## config.mk

```make
export PLATFORM = sky130hd
export DESIGN_NAME = branch_predictor
export DESIGN_NICKNAME = d
export VERILOG_FILES = /design/src/rtl/bp_pkg.sv /design/src/rtl/bp_sat_ctr.sv /design/src/rtl/branch_predictor.sv
export SDC_FILE = /design/constraint.sdc
export NUM_CORES = 1
export LEC_CHECK = 0
export ABC_AREA = 0
export BUFFER_PORTS_ARGS = -buffer_cell sky130_fd_sc_hd__buf_2
export CELL_PAD_IN_SITES_DETAIL_PLACEMENT = 1
export CELL_PAD_IN_SITES_GLOBAL_PLACEMENT = 2
export CORE_MARGIN = 3
export CORE_UTILIZATION = 49
export DETAILED_ROUTE_END_ITERATION = 16
export PLACE_DENSITY_LB_ADDON = 0.08
export SYNTH_ARGS = -nofsm -noshare
export SYNTH_HDL_FRONTEND = slang
export SYNTH_HIERARCHICAL = 1
export SYNTH_SLANG_ARGS = --single-unit
```

## constraint.sdc

```tcl
create_clock -name clk_i -period 6 [get_ports clk_i]
set_input_delay 0.9 -clock clk_i [delete_from_list [all_inputs] [get_ports clk_i]]
set_output_delay 0.9 -clock clk_i [all_outputs]
set_load 0.005 [all_outputs]
```

## src/rtl/bp_pkg.sv

```systemverilog
// Shared types for the fetch-stage branch predictor: 2-bit counter states,
// the BTB entry layout for the default geometry, and the allocation counter value.
package bp_pkg;

    typedef enum logic [1:0] {
        SNT = 2'b00,
        WNT = 2'b01,
        WT  = 2'b10,
        ST  = 2'b11
    } bp_ctr_e;

    localparam int unsigned BP_DATA_WIDTH = 32;
    localparam int unsigned BP_ENTRIES    = 16;
    localparam int unsigned BP_IDX_W      = $clog2(BP_ENTRIES);
    localparam int unsigned BP_TAG_W      = BP_DATA_WIDTH - 2 - BP_IDX_W;

    typedef struct packed {
        logic                     valid;
        logic [BP_TAG_W-1:0]      tag;
        logic [BP_DATA_WIDTH-1:0] target;
        bp_ctr_e                  ctr;
    } bp_entry_t;

    // A conditional branch seen taken for the first time starts weakly taken.
    localparam bp_ctr_e BP_INIT_ALLOC = WT;

endpackage

```

## src/rtl/bp_sat_ctr.sv

```systemverilog
// Next-state function of a 2-bit saturating direction counter; jumps force
// strongly-taken.
module bp_sat_ctr
    import bp_pkg::*;
(
    input  bp_ctr_e ctr_i,
    input  logic    taken_i,
    input  logic    force_st_i,
    output bp_ctr_e ctr_o
);

    // Saturating step toward the resolved direction
    always_comb begin
        ctr_o = ctr_i;
        if (force_st_i) begin
            ctr_o = ST;
        end else begin
            case (ctr_i)
                SNT:     ctr_o = taken_i ? WNT : SNT;
                WNT:     ctr_o = taken_i ? WT  : SNT;
                WT:      ctr_o = taken_i ? ST  : WNT;
                ST:      ctr_o = taken_i ? ST  : WT;
                default: ctr_o = BP_INIT_ALLOC;
            endcase
        end
    end

endmodule

```

## src/rtl/branch_predictor.sv

```systemverilog
// Direct-mapped BTB with 2-bit counters: combinational fetch lookup, execute
// training and mispredict detection. Optional BP_STATS_EN adds event counters.
module branch_predictor
    import bp_pkg::*;
#(
    parameter int unsigned DATA_WIDTH = 32,
    parameter int unsigned ENTRIES    = 16,
    localparam int unsigned IDX_W     = $clog2(ENTRIES),
    localparam int unsigned TAG_W     = DATA_WIDTH - 2 - IDX_W
) (
    input  logic                  clk_i,
    input  logic                  rst_ni,
    input  logic [DATA_WIDTH-1:0] PCF_i,
    output logic                  PredictTakenF_o,
    output logic [DATA_WIDTH-1:0] PredictTargetF_o,
    input  logic                  ValidE_i,
    input  logic                  BranchE_i,
    input  logic                  JumpE_i,
    input  logic [DATA_WIDTH-1:0] PCE_i,
    input  logic                  PredictTakenE_i,
    input  logic [DATA_WIDTH-1:0] PredictTargetE_i,
    input  logic                  PCSrcE_i,
    input  logic [DATA_WIDTH-1:0] ActualTargetE_i,
    output logic                  MispredictE_o
`ifdef BP_STATS_EN
    ,
    output logic [31:0]           StatBranches_o,
    output logic [31:0]           StatMispredicts_o
`endif
);

    localparam logic [DATA_WIDTH-1:0] PC_STEP = DATA_WIDTH'(3'd4);

    logic [ENTRIES-1:0]    valid_q, valid_d;
    logic [TAG_W-1:0]      tag_q [ENTRIES];
    logic [DATA_WIDTH-1:0] tgt_q [ENTRIES];
    bp_ctr_e               ctr_q [ENTRIES];

    logic [IDX_W-1:0] idx_f_s, idx_e_s;
    logic [TAG_W-1:0] tag_f_s, tag_e_s;
    logic             hit_f_s, hit_e_s;
    bp_ctr_e          ctr_f_s, ctr_step_s, ctr_new_s;
    logic             resolve_s, tgt_we_s, ctr_we_s;
    logic             unused_pc_lsb_s;

    assign unused_pc_lsb_s = ^{PCF_i[1:0], PCE_i[1:0]};

    assign idx_f_s = PCF_i[IDX_W+1:2];
    assign tag_f_s = PCF_i[DATA_WIDTH-1:IDX_W+2];
    assign idx_e_s = PCE_i[IDX_W+1:2];
    assign tag_e_s = PCE_i[DATA_WIDTH-1:IDX_W+2];

    // Lookup reads current array contents, so a same-cycle write is not bypassed.
    assign ctr_f_s          = ctr_q[idx_f_s];
    assign hit_f_s          = valid_q[idx_f_s] & (tag_q[idx_f_s] == tag_f_s);
    assign PredictTakenF_o  = hit_f_s & ctr_f_s[1];
    assign PredictTargetF_o = hit_f_s ? tgt_q[idx_f_s] : (PCF_i + PC_STEP);

    assign resolve_s     = ValidE_i & (BranchE_i | JumpE_i);
    assign hit_e_s       = valid_q[idx_e_s] & (tag_q[idx_e_s] == tag_e_s);
    assign MispredictE_o = resolve_s &
                           ((PredictTakenE_i != PCSrcE_i) |
                            (PredictTakenE_i & PCSrcE_i & (PredictTargetE_i != ActualTargetE_i)));

    bp_sat_ctr u_sat_ctr (
        .ctr_i      (ctr_q[idx_e_s]),
        .taken_i    (PCSrcE_i),
        .force_st_i (JumpE_i),
        .ctr_o      (ctr_step_s)
    );

    // Taken resolutions write the target (and tag, a no-op on hit); misses allocate.
    always_comb begin
        tgt_we_s  = resolve_s & PCSrcE_i;
        ctr_we_s  = resolve_s & (hit_e_s | PCSrcE_i);
        ctr_new_s = ctr_step_s;
        valid_d   = valid_q;
        if (hit_e_s) begin
            ctr_new_s = ctr_step_s;
        end else if (JumpE_i) begin
            ctr_new_s = ST;
        end else begin
            ctr_new_s = BP_INIT_ALLOC;
        end
        if (tgt_we_s) begin
            valid_d[idx_e_s] = 1'b1;
        end else begin
            valid_d = valid_q;
        end
    end

    // Valid bits are the only state reset needs to clear
    always_ff @(posedge clk_i or negedge rst_ni) begin
        if (!rst_ni) begin
            valid_q <= '0;
        end else begin
            valid_q <= valid_d;
        end
    end

    // Entry payload arrays; meaningless while the matching valid bit is clear
    always_ff @(posedge clk_i) begin
        if (tgt_we_s) begin
            tag_q[idx_e_s] <= tag_e_s;
            tgt_q[idx_e_s] <= ActualTargetE_i;
        end
        if (ctr_we_s) begin
            ctr_q[idx_e_s] <= ctr_new_s;
        end
    end

`ifdef BP_STATS_EN
    logic [31:0] stat_br_q, stat_mis_q;

    // Free-running event counters, wrapping at 2^32
    always_ff @(posedge clk_i or negedge rst_ni) begin
        if (!rst_ni) begin
            stat_br_q  <= 32'd0;
            stat_mis_q <= 32'd0;
        end else begin
            stat_br_q  <= resolve_s     ? (stat_br_q + 32'd1)  : stat_br_q;
            stat_mis_q <= MispredictE_o ? (stat_mis_q + 32'd1) : stat_mis_q;
        end
    end

    assign StatBranches_o    = stat_br_q;
    assign StatMispredicts_o = stat_mis_q;
`endif

endmodule

```

==> results.sh <==
export IMPL_grt_pass1_wl_mm=188
export IMPL_area_growth_pct=14.2
export IMPL_min_period_ns=5.75
export IMPL_r2r_cells=9
export IMPL_tightest_slew_ns=1.04
export IMPL_synth_distinct_cells=74
export IMPL_synth_warnings=6
export IMPL_ios=169
export IMPL_port_buffers=166
export IMPL_rr_startpoint="tag_q[13][24]"
export IMPL_core_area_um2=87400
export IMPL_post_cts_buffers=0
export IMPL_cts_root_buffer="clkbuf_16"
export IMPL_postCtsHoldBufs=0
export IMPL_drc_errors=0
export IMPL_ctsResizeCount=0
export IMPL_netlist_area_leader_share_pct=66.2
export IMPL_wl_per_cell_um=35.9
export IMPL_synth_avg_cell_area_um2=19.9
export IMPL_fp_dieH_um=304
export IMPL_whs_ns=0.142
export IMPL_synth_seq_area_share_pct=67.2
export IMPL_path_max_fanout=50
export IMPL_comb_power_share_pct=8.1
export IMPL_cp_start_kind="primary input"
export IMPL_dpl_instance_area_um2=46200
export IMPL_wl_mm=132
export IMPL_synth_top_cell_by_area="edfxtp_1"
export IMPL_p_leak_nw=16.3
export IMPL_fp_dieArea_um2=92400
export IMPL_clk_path_buf_depth=3
export IMPL_synth_cell_area_um2=43500
export IMPL_reg2reg_to="ctr_q[1][1]"
export IMPL_finalHoldViolations=0
export IMPL_setup_viol=0
export IMPL_cts_tree="built"
export IMPL_required_ns=5.10
export IMPL_fin_crit_sh_pct=95.8
export IMPL_die_x_um=304
export IMPL_cts_buffers=102
export IMPL_htreeDepth=3
export IMPL_drt_iter0_drc=2541
export IMPL_finalInstanceArea_um2=49700
export IMPL_synthCells=2189
export IMPL_power_frac_seq_pct=49.3
export IMPL_viasPerCell=6.54
export IMPL_power_per_cell_area_nw_per_um2=311
export IMPL_ant_nets=0
export IMPL_relSlewSlack_pct=30.8
export IMPL_switching_share_pct=22.5
export IMPL_end_kind="output port"
export IMPL_nNetsFinal=2569
export IMPL_slowest_stage="mux4_2"
export IMPL_ys_seq_elements=976
export IMPL_path_cells="buf_8 -> buf_4 -> mux4_2 -> mux2i_1 -> o21ai_1 -> o22ai_1 -> nand4_1 -> or3b_4 -> nor4b_4 -> buf_12 -> mux2_2 -> buf_2"
export IMPL_grt_util_all_layers_pct=28.4
export IMPL_crit_type="in -> out"
export IMPL_maxSlewViolCount=0
export IMPL_placed_cells=3483
export IMPL_dr_pass1_iters=6
export IMPL_r2r_slack_ns=2.05
export IMPL_post_route_util_pct=56.9
export IMPL_path_clk_slew_ns=0.06
export IMPL_grt_max_degree=99
export IMPL_gp_congestion=0.861
export IMPL_vias=24000
export IMPL_clock_sinks=976
export IMPL_dp_slack_ns=0.308
export IMPL_fmax_mhz=174
export IMPL_total_power_mw=15.5
export IMPL_status="finished clean"
export IMPL_overflow=0
export IMPL_initial_core_util_pct=49.8
export IMPL_skew_ns=0.0329
export IMPL_hp_class="in -> async"
export IMPL_rsz0062_at_grt="false"
export IMPL_synthTopCellsByArea="edfxtp_1 (66%), mux4_2 (17%), mux2i_1 (3.3%)"
export IMPL_synth_edff_count=960
export IMPL_clkLatencyLatePin_ns=0.68
export IMPL_ys_flop_type="edfxtp_1"
export IMPL_dp_hpwl_mm=80.3
export IMPL_arrival_ns=4.85
export IMPL_drv_max_cap_violation_count=0
export IMPL_antenna_found_initial=9
export IMPL_clkPwrFrac_pct=42.6
export IMPL_internal_power_mw=12.0
export IMPL_stdcell_count=3673
export IMPL_synthArstFlopShare_pct=1.64
export IMPL_finalSetupTns_ns=0
export IMPL_slowest_delay_ns=0.51
export IMPL_vdd_drop_max_mv=0.281
export IMPL_power_switching_mw=3.48
export IMPL_layout_setup_ws_ns=0.253
export IMPL_n_fill_cell=7509
export IMPL_row_count=108
export IMPL_grt_pass1_vias=25400
export IMPL_syn_nets=2326
export IMPL_drive_above_1_share_pct=34.6
[cell families after synthesis]
| logic type | synth area share (%) |
|---|---|
| compound gates | 3.24 |
| xor+xnor | 2.31 |
| fa+ha+maj | 0.0575 |
| buf+inv | 2.12 |
| flops | 67.2 |
| mux | 22.4 |
| simple gates | 2.73 |
[registers in the layout, indices dropped and copies added (netlist names)]
name and count:
ctr_q 32, valid_q 16, tgt_q 512, tag_q 416
[synth_stat cells (6+ instances only)]
library cell,number
a211oi_2,7
inv_1,21
mux2i_1,144
buf_4,26
nand3_1,23
buf_6,20
mux2_2,22
a22oi_1,31
nor4_1,8
nor2_1,45
clkbuf_1,40
xnor2_1,84
and2_1,6
a221oi_1,10
o22ai_1,20
nor3_1,11
mux2_4,29
nor2b_1,12
dfrtp_1,16
edfxtp_1,960
buf_1,14
a211oi_1,12
nand2_1,48
o21ai_0,12
a21oi_1,15
nand2b_1,12
nand4_1,21
xor2_1,31
mux4_2,338
a22o_1,11
or2_2,19
buf_2,32
[worst max-delay path by stage]
stage | to | startpoint | cells past startpoint | slack, ns
final | PredictTargetF_o[31] | PCF_i[2] | 12 | 0.25
after detailed placement | PredictTargetF_o[31] | PCF_i[2] | 12 | 0.31
after floorplan | tag_q[12][0] | PCE_i[5] | 8 | 0.59
after CTS | PredictTargetF_o[31] | PCF_i[2] | 12 | 0.30
after global placement | PredictTargetF_o[31] | PCF_i[2] | 12 | 0.31
after global routing | PredictTargetF_o[31] | PCF_i[2] | 12 | 0.21
[cell usage in the layout (no fill, tap or decap), drive strengths merged, types with 22 or more instances in the layout]
master / count
nand2: 48
clkbuf: 119
xor2: 31
buf: 274
xnor2: 84
mux4: 338
edfxtp: 960
mux2: 51
clkinv: 46
mux2i: 144
a22oi: 31
nand3: 23
inv: 22
nor2: 45
[layer usage]
metal  global-route usage (%)  part of all wire, %  vias up
met2                     46.4                   49      949
met1                     40.4                   42    13200
met5                        0                0.064        -
met4                     8.05                  2.7       12
li1                         -                    -     9718
met3                     3.84                  6.3      195
[power by group through the flow]
stage          Clock (mW)  Combinational [mW]  Sequential (mW)
5_1_grt              6.97                1.32             7.62
6_report             6.59                1.25             7.62
3_3_place_gp            0                1.23             7.75
2_1_floorplan           0               0.740             7.75
3_5_place_dp            0                1.25             7.76
4_1_cts              6.68                1.26             7.61
[critical path: cells and delay by family]
kind                   cells  cell delay, ns
and+or+nand+nor            3            0.92
buffers and inverters      4            1.17
muxes                      3            1.36
AOI/OAI and AO/OA          2            0.28
[area by class of cell]
cell class / count / area (µm²) / share of cell area, %
diodes: 2 / 5.00 / 0.0101
clock buffers: 119 / 2630 / 5.28
clock inverters: 69 / 875 / 1.76
inverters: 22 / 83.8 / 0.169
multi-input cells: 1056 / 13500 / 27.1
flip-flops and latches: 976 / 29200 / 58.8
well taps: 1155 / 1450 / 2.91
repair buffers: 274 / 1950 / 3.92
Note: power is estimated with default switching activity, not from simulation.
